--- src/rtl/bsg_cgol_job_arb_if.sv ---
// +----------------------------------------------------------------------------+
// | Module : bsg_cgol_job_arb_if                                                |
// | Brief  : Requester, response and engine channels of the CGOL job arbiter.   |
// | Rev    : 1.0                                                                |
// +----------------------------------------------------------------------------+
`default_nettype none

interface bsg_cgol_job_arb_if #(
  parameter int NUM_REQ_P  = 4,
  parameter int GAME_LEN_W = 10,
  parameter int BOARD_BITS = 64,
  parameter int ID_W       = 2
);
  logic [NUM_REQ_P-1:0]            req_v_i;
  logic [NUM_REQ_P*GAME_LEN_W-1:0] req_frames_i;
  logic [NUM_REQ_P*BOARD_BITS-1:0] req_board_i;
  logic [NUM_REQ_P-1:0]            req_ready_o;
  logic [NUM_REQ_P-1:0]            resp_v_o;
  logic [BOARD_BITS-1:0]           resp_board_o;
  logic                            resp_err_o;
  logic [NUM_REQ_P-1:0]            resp_yumi_i;
  logic                            eng_v_o;
  logic [GAME_LEN_W-1:0]           eng_frames_o;
  logic [BOARD_BITS-1:0]           eng_board_o;
  logic                            eng_ready_i;
  logic                            eng_v_i;
  logic [BOARD_BITS-1:0]           eng_board_i;
  logic                            eng_yumi_o;
  logic                            busy_o;
  logic [ID_W-1:0]                 grant_id_o;

  modport slave (
    input  req_v_i, req_frames_i, req_board_i, resp_yumi_i,
           eng_ready_i, eng_v_i, eng_board_i,
    output req_ready_o, resp_v_o, resp_board_o, resp_err_o,
           eng_v_o, eng_frames_o, eng_board_o, eng_yumi_o, busy_o, grant_id_o
  );

  modport master (
    output req_v_i, req_frames_i, req_board_i, resp_yumi_i,
           eng_ready_i, eng_v_i, eng_board_i,
    input  req_ready_o, resp_v_o, resp_board_o, resp_err_o,
           eng_v_o, eng_frames_o, eng_board_o, eng_yumi_o, busy_o, grant_id_o
  );
endinterface

`default_nettype wire

--- src/rtl/bsg_cgol_job_arb.sv ---
// +----------------------------------------------------------------------------+
// | Module : bsg_cgol_job_arb                                                   |
// | Brief  : Round-robin scheduler sharing one CGOL engine among requesters.    |
// |          Optional watchdog abort: define BSG_CGOL_JOB_ARB_TIMEOUT_EN.       |
// | Rev    : 1.0                                                                |
// +----------------------------------------------------------------------------+
`default_nettype none

module bsg_cgol_job_arb #(
  parameter int NUM_REQ_P         = 4,
  parameter int MAX_GAME_LENGTH_P = 1024,
  parameter int BOARD_WIDTH_P     = 8,
  parameter int TIMEOUT_P         = 4096
) (
  input  wire logic            clk_i,
  input  wire logic            reset_n_i,
  bsg_cgol_job_arb_if.slave    bus
);

  localparam int c_id_w   = (NUM_REQ_P <= 1) ? 1 : $clog2(NUM_REQ_P);
  localparam int c_glen_w = (MAX_GAME_LENGTH_P <= 1) ? 1 : $clog2(MAX_GAME_LENGTH_P);
  localparam int c_bbits  = BOARD_WIDTH_P * BOARD_WIDTH_P;

  typedef enum logic [1:0] {
    eIDLE   = 2'd0,
    eISSUE  = 2'd1,
    eRUN    = 2'd2,
    eRETURN = 2'd3
  } state_e;

  state_e                r_state;
  state_e                w_state_nxt;
  logic [c_id_w-1:0]     r_rr_ptr;
  logic [c_id_w-1:0]     r_grant;
  logic [c_glen_w-1:0]   r_frames;
  logic [c_bbits-1:0]    r_board;
  logic [c_bbits-1:0]    r_result;

  logic                  w_found;
  logic [c_id_w-1:0]     w_sel;
  int                    w_idx;
  logic [c_glen_w-1:0]   w_sel_frames;
  logic [c_bbits-1:0]    w_sel_board;
  logic [NUM_REQ_P-1:0]  w_req_ready;
  logic                  w_accept;
  logic                  w_eng_done;
  logic                  w_resp_take;
  logic                  w_timeout;

  // Rotating priority scan: first valid requester at or after r_rr_ptr, with wrap.
  always_comb begin
    w_found = 1'b0;
    w_sel   = '0;
    w_idx   = 0;
    for (int k = 0; k < NUM_REQ_P; k++) begin
      w_idx = int'(r_rr_ptr) + k;
      if (w_idx >= NUM_REQ_P) begin
        w_idx = w_idx - NUM_REQ_P;
      end
      if (!w_found && bus.req_v_i[c_id_w'(w_idx)]) begin
        w_found = 1'b1;
        w_sel   = c_id_w'(w_idx);
      end
    end
  end

  assign w_sel_frames = bus.req_frames_i[w_sel*c_glen_w +: c_glen_w];
  assign w_sel_board  = bus.req_board_i[w_sel*c_bbits +: c_bbits];

`ifdef BSG_CGOL_JOB_ARB_TIMEOUT_EN
  logic [31:0] r_wd;
  logic        r_err;
  assign w_timeout = (r_state == eRUN) && !bus.eng_v_i && (r_wd == 32'(TIMEOUT_P - 1));
`else
  assign w_timeout = 1'b0;
`endif

  always_comb begin
    w_state_nxt = r_state;
    w_req_ready = '0;
    w_accept    = 1'b0;
    w_eng_done  = 1'b0;
    w_resp_take = 1'b0;
    case (r_state)
      eIDLE: begin
        if (w_found) begin
          w_req_ready = NUM_REQ_P'(1) << w_sel;
          w_accept    = 1'b1;
          w_state_nxt = (w_sel_frames != '0) ? eISSUE : eRETURN;
        end
      end
      eISSUE: begin
        if (bus.eng_ready_i) begin
          w_state_nxt = eRUN;
        end
      end
      eRUN: begin
        if (bus.eng_v_i) begin
          w_eng_done  = 1'b1;
          w_state_nxt = eRETURN;
        end else if (w_timeout) begin
          w_state_nxt = eRETURN;
        end
      end
      eRETURN: begin
        if (bus.resp_yumi_i[r_grant]) begin
          w_resp_take = 1'b1;
          w_state_nxt = eIDLE;
        end
      end
      default: w_state_nxt = eIDLE;
    endcase
  end

  always_ff @(posedge clk_i or negedge reset_n_i) begin
    if (!reset_n_i) begin
      r_state <= eIDLE;
    end else begin
      r_state <= w_state_nxt;
    end
  end

  always_ff @(posedge clk_i or negedge reset_n_i) begin
    if (!reset_n_i) begin
      r_rr_ptr <= '0;
      r_grant  <= '0;
      r_frames <= '0;
      r_board  <= '0;
      r_result <= '0;
    end else begin
      if (w_accept) begin
        r_grant  <= w_sel;
        r_frames <= w_sel_frames;
        r_board  <= w_sel_board;
        // Zero-frame jobs never touch the engine: the input board is the result.
        if (w_sel_frames == '0) begin
          r_result <= w_sel_board;
        end
      end
      if (w_eng_done) begin
        r_result <= bus.eng_board_i;
      end else if (w_timeout) begin
        r_result <= r_board;
      end
      if (w_resp_take) begin
        r_rr_ptr <= (r_grant == c_id_w'(NUM_REQ_P - 1)) ? '0 : r_grant + 1'b1;
      end
    end
  end

`ifdef BSG_CGOL_JOB_ARB_TIMEOUT_EN
  always_ff @(posedge clk_i or negedge reset_n_i) begin
    if (!reset_n_i) begin
      r_wd  <= '0;
      r_err <= 1'b0;
    end else begin
      if (r_state == eISSUE && bus.eng_ready_i) begin
        r_wd <= '0;
      end else if (r_state == eRUN) begin
        r_wd <= r_wd + 32'd1;
      end
      if (w_accept || w_eng_done) begin
        r_err <= 1'b0;
      end else if (w_timeout) begin
        r_err <= 1'b1;
      end
    end
  end

  assign bus.resp_err_o = r_err;
  // After an abort the engine may still deliver; swallow it in any state.
  assign bus.eng_yumi_o = bus.eng_v_i;
`else
  assign bus.resp_err_o = 1'b0;
  assign bus.eng_yumi_o = (r_state == eRUN) && bus.eng_v_i;
`endif

  assign bus.req_ready_o  = w_req_ready;
  assign bus.resp_v_o     = (r_state == eRETURN) ? (NUM_REQ_P'(1) << r_grant) : '0;
  assign bus.resp_board_o = r_result;
  assign bus.eng_v_o      = (r_state == eISSUE);
  assign bus.eng_frames_o = r_frames;
  assign bus.eng_board_o  = r_board;
  assign bus.busy_o       = (r_state != eIDLE);
  assign bus.grant_id_o   = r_grant;

endmodule

`default_nettype wire

--- src/flat_wrapper.sv ---
// flat-port wrapper written by rule: the top's interface ports become plain ports
module bsg_cgol_job_arb_flat 
#(
  parameter int NUM_REQ_P         = 4,
  parameter int MAX_GAME_LENGTH_P = 1024,
  parameter int BOARD_WIDTH_P     = 8,
  parameter int TIMEOUT_P         = 4096
)
  (clk_i, reset_n_i, bus_req_v_i, bus_req_frames_i, bus_req_board_i, bus_resp_yumi_i, bus_eng_ready_i, bus_eng_v_i, bus_eng_board_i, bus_req_ready_o, bus_resp_v_o, bus_resp_board_o, bus_resp_err_o, bus_eng_v_o, bus_eng_frames_o, bus_eng_board_o, bus_eng_yumi_o, bus_busy_o, bus_grant_id_o);
  bsg_cgol_job_arb_if #(.NUM_REQ_P(NUM_REQ_P), .GAME_LEN_W((10)), .BOARD_BITS((64)), .ID_W((2))) bus_i ();
  input  wire logic clk_i;
  input  wire logic reset_n_i;
  input wire logic [$bits(bus_i.req_v_i)-1:0] bus_req_v_i;
  input wire logic [$bits(bus_i.req_frames_i)-1:0] bus_req_frames_i;
  input wire logic [$bits(bus_i.req_board_i)-1:0] bus_req_board_i;
  input wire logic [$bits(bus_i.resp_yumi_i)-1:0] bus_resp_yumi_i;
  input wire logic [$bits(bus_i.eng_ready_i)-1:0] bus_eng_ready_i;
  input wire logic [$bits(bus_i.eng_v_i)-1:0] bus_eng_v_i;
  input wire logic [$bits(bus_i.eng_board_i)-1:0] bus_eng_board_i;
  output wire logic [$bits(bus_i.req_ready_o)-1:0] bus_req_ready_o;
  output wire logic [$bits(bus_i.resp_v_o)-1:0] bus_resp_v_o;
  output wire logic [$bits(bus_i.resp_board_o)-1:0] bus_resp_board_o;
  output wire logic [$bits(bus_i.resp_err_o)-1:0] bus_resp_err_o;
  output wire logic [$bits(bus_i.eng_v_o)-1:0] bus_eng_v_o;
  output wire logic [$bits(bus_i.eng_frames_o)-1:0] bus_eng_frames_o;
  output wire logic [$bits(bus_i.eng_board_o)-1:0] bus_eng_board_o;
  output wire logic [$bits(bus_i.eng_yumi_o)-1:0] bus_eng_yumi_o;
  output wire logic [$bits(bus_i.busy_o)-1:0] bus_busy_o;
  output wire logic [$bits(bus_i.grant_id_o)-1:0] bus_grant_id_o;
  assign bus_i.req_v_i = bus_req_v_i;
  assign bus_i.req_frames_i = bus_req_frames_i;
  assign bus_i.req_board_i = bus_req_board_i;
  assign bus_i.resp_yumi_i = bus_resp_yumi_i;
  assign bus_i.eng_ready_i = bus_eng_ready_i;
  assign bus_i.eng_v_i = bus_eng_v_i;
  assign bus_i.eng_board_i = bus_eng_board_i;
  assign bus_req_ready_o = bus_i.req_ready_o;
  assign bus_resp_v_o = bus_i.resp_v_o;
  assign bus_resp_board_o = bus_i.resp_board_o;
  assign bus_resp_err_o = bus_i.resp_err_o;
  assign bus_eng_v_o = bus_i.eng_v_o;
  assign bus_eng_frames_o = bus_i.eng_frames_o;
  assign bus_eng_board_o = bus_i.eng_board_o;
  assign bus_eng_yumi_o = bus_i.eng_yumi_o;
  assign bus_busy_o = bus_i.busy_o;
  assign bus_grant_id_o = bus_i.grant_id_o;
  bsg_cgol_job_arb #(.NUM_REQ_P(NUM_REQ_P), .MAX_GAME_LENGTH_P(MAX_GAME_LENGTH_P), .BOARD_WIDTH_P(BOARD_WIDTH_P), .TIMEOUT_P(TIMEOUT_P)) u_core (.clk_i(clk_i), .reset_n_i(reset_n_i), .bus(bus_i));
endmodule
--- config.mk ---
export PLATFORM = sky130hd
export DESIGN_NAME = bsg_cgol_job_arb_flat
export DESIGN_NICKNAME = d
export VERILOG_FILES = /design/src/rtl/bsg_cgol_job_arb_if.sv /design/src/rtl/bsg_cgol_job_arb.sv /design/src/flat_wrapper.sv
export SDC_FILE = /design/constraint.sdc
export NUM_CORES = 1
export LEC_CHECK = 0
export ABC_AREA = 1
export BUFFER_PORTS_ARGS = -buffer_cell sky130_fd_sc_hd__buf_2
export CAP_MARGIN = 40
export CORE_AREA = 2 2 202 204
export CTS_CLUSTER_SIZE = 14
export DETAILED_ROUTE_END_ITERATION = 10
export DIE_AREA = 0 0 204 206
export GPL_TIMING_DRIVEN = 0
export PLACE_DENSITY = 0.57
export SYNTH_ARGS = -nofsm -noshare
export SYNTH_HDL_FRONTEND = slang
export SYNTH_SLANG_ARGS = --single-unit
--- constraint.sdc ---
create_clock -name clk_i -period 4.9 [get_ports clk_i]
set_clock_uncertainty 0.15 [all_clocks]
set_input_delay 0.735 -clock clk_i [delete_from_list [all_inputs] [get_ports clk_i]]
set_output_delay 0.735 -clock clk_i [all_outputs]
set_load 0.03 [all_outputs]
==> flow_summary.ini <==
[run_status]
status = finished clean

[detailed_routing]
drt_pre_antenna_iters = 5
drt-vias-per-instance = 4.65
met2_length_um = 22500
drc = 0
top_layer = met5
drt_wl_total_um = 45800
routedWlPerCell_um = 18.6
drtAntennaViolNets = 0
met1_length_um = 19100
drtIter0Drc = 794
via_count = 11500
wl_met3_um = 2910

[cells_and_area]
seqCellArea_sq_um = 3600
final_cell_area_sq_um = 13100
area_growth_pct = 44.3
multi_input_area_sq_um = 4850
antennaDiodeCount = 0
layout.cells.non_filler = 2469
final_common_cell = nand2_1
num-fill-cells = 4505
final_nets = 2304
drive_gt1_share_pct = 32.3
final_cell_mix = 616 x nand2_1, 559 x buf_2, 280 x nand3_1

[power_and_ir_drop]
sw_frac_of_total_pct = 59.0
power.total_mw = 12.5
p_switching_mw = 7.40
power_frac_comb_pct = 71.0
vdd_drop_max_uv = 458
p_per_area_nw_per_um2 = 955
power.leakage_nw = 7.29
internal-power_mw = 5.14
seqPwrFrac_pct = 17.0
clkPwrFrac_pct = 12.0

[worst_setup_path]
crit_slowest_cell = clkbuf_1
required_ns = 4.01
path_cells = inv_1, ha_1, nand2_1, inv_1, clkbuf_1, buf_6, clkbuf_1, clkbuf_1, buf_2
worstSetupPathType = register to output port
slowest_delay_ns = 0.47
cpMostUsedCell = clkbuf_1
critPathLaunchType = register
critPathArrivalTime_ns = 3.27
end_kind = output port
crit_fanout = 10

[logic_synthesis]
syn-num-nets = 1758
synthXorXnorAreaFrac_pct = 0
synth-seq-area-share_pct = 39.6
ys_types = 29
synth-simple-area-share_pct = 43.6
syn_area_sq_um = 9100
synth_area_per_cell_sq_um = 6.60
yosys.area_share.adder_pct = 1.10
ys_warn_count = 0
async_reset_ff_share_pct = 100
synthCells = 1378
yosys_register_bits = 144
synth_top_family_by_area = simple AND/OR/NAND/NOR gates
synth_ff_type = dfrtp_1
synth-edff-count = 0
synthMuxAreaShare_pct = 0
synth_compound_area_share_pct = 8.57

[sta]
final-setup-viol-count = 0
drv_slew = 0
max_slew.worst_pin.slew_ns = 0.753
clock.fmax_mhz = 241
hold_violations = 0
max_slew_margin_pct = 49.8
rsz0062_at_grt = false
finalCritPeriodShare_pct = 84.7
finalCriticalPeriod_ns = 4.15
tns_ns = 0

[die]
core.rowCount = 74
ioPinCount = 524
die_w_um = 204
fp.dieArea_sq_um = 42000
die_h_um = 206
initial_utilization_pct = 22.6
core-area_sq_um = 40200

[clock_tree]
cts.repair.resized = 0
clockRootBuffer = clkbuf_16
clk_latency_ns = 0.44
cts_hold_buf = 0
cts_setup_buffers = 0
clkSinkCount = 144
cts_tree = done
cts_buffer_depth = 2
clk_pin_slew_ns = 0.07
htree_num_levels = 4
cts_buffers = 17

[grt]
grt_usage_pct = 21.1
grt_remaining_overflow = 0
grt_pass1_vias = 10900
grt_pass1_wl_um = 65800
antenna_found_initial = 2
grt_max_degree = 74

[place]
dp.final_hpwl_um = 36700
io_buffers = 522
place_congestion = 0.932
place_inst = 2437
detailed_place.area_sq_um = 12500

[run]
cap_violations = 0

[min_path]
min_path_type = primary input to async pin
-- sequential cells by signal, indices dropped and copies added, names as in the netlist --
name,cells
u_core.bus.eng_board_o,64
u_core.bus.resp_board_o,64
u_core.r_rr_ptr,2
u_core.r_state,2
u_core.bus.grant_id_o,2
u_core.bus.eng_frames_o,10
-- per-layer routing --
metal | up-vias | global-route usage [%]
met3 | 70 | 4.12
met2 | 466 | 36.7
met4 | 2 | 7.61
met5 | - | 0
li1 | 5595 | -
met1 | 5354 | 25.8
-- worst paths after layout --
path                                       startpoint                           to  slack [ns]  cells after the start
max                                 u_core.r_state[0]               bus_eng_yumi_o        0.75                      9
max reg2reg                        u_core.r_rr_ptr[0]  u_core.bus.resp_board_o[43]        1.32                     18
min reg2reg                u_core.bus.eng_board_o[27]   u_core.bus.eng_board_o[27]        0.33                      2
min                                         reset_n_i  u_core.bus.resp_board_o[57]        0.15                      1
min in group clk_i         u_core.bus.eng_board_o[27]   u_core.bus.eng_board_o[27]        0.33                      2
max in group asynchronous                   reset_n_i   u_core.bus.eng_board_o[33]        3.59                      2
-- critical path: cells and delay by family, from the launching register on --
family	cells	cell delay [ns]
buf+inv	7	2.05
fa+ha+maj	1	0.20
simple gates	1	0.16
flops	1	0.41
-- per-stage QoR --
step           util [%]  worst slack, ns  hold WS, ns
5_1_grt            32.7            0.468        0.191
3_5_place_dp       31.0            0.905        0.319
6_report           32.7            0.750        0.148
3_3_place_gp       30.8            0.659        0.313
2_1_floorplan         -             1.59        0.289
4_1_cts            32.7            0.628        0.168
-- power by group through the flow --
stage                     sequential, mW  combinational, mW  clock [mW]
after floorplan                     3.17               4.59           0
after global placement              2.11               8.91           0
after detailed placement            2.13               9.01           0
after CTS                           2.12               9.01        1.54
after global routing                2.19               9.81        1.59
final                               2.13               8.90        1.51
-- synth_stat cells, types with 6 or more instances --
cell type,instances,share of area [%]
nand2_1,616,25
nand3_1,280,15
dfrtp_1,144,40
o21ai_0,144,7.9
clkbuf_1,51,2.1
buf_2,38,2.1
inv_1,28,1.2
nor2_1,12,0.49
nand4_1,11,0.76
buf_6,9,1.1
ha_1,8,1.1
buf_1,6,0.25
-- cells by family after synthesis --
family	Yosys count
AO/OA/AOI/OAI	154
adder cells (fa/ha/maj)	8
buffers and inverters	139
flip-flops	144
other	1
AND/OR/NAND/NOR	932
-- layout make-up --
cell class	instances	share of cell area (%)
Tap cell	532	5.07
Buffer	106	3.96
Clock buffer	20	3.55
Inverter	33	0.962
Timing Repair Buffer	527	20.5
Sequential cell	144	27.4
Clock inverter	12	1.55
Multi-Input combinational cell	1095	36.9
Power figures use the tool's default switching activity.
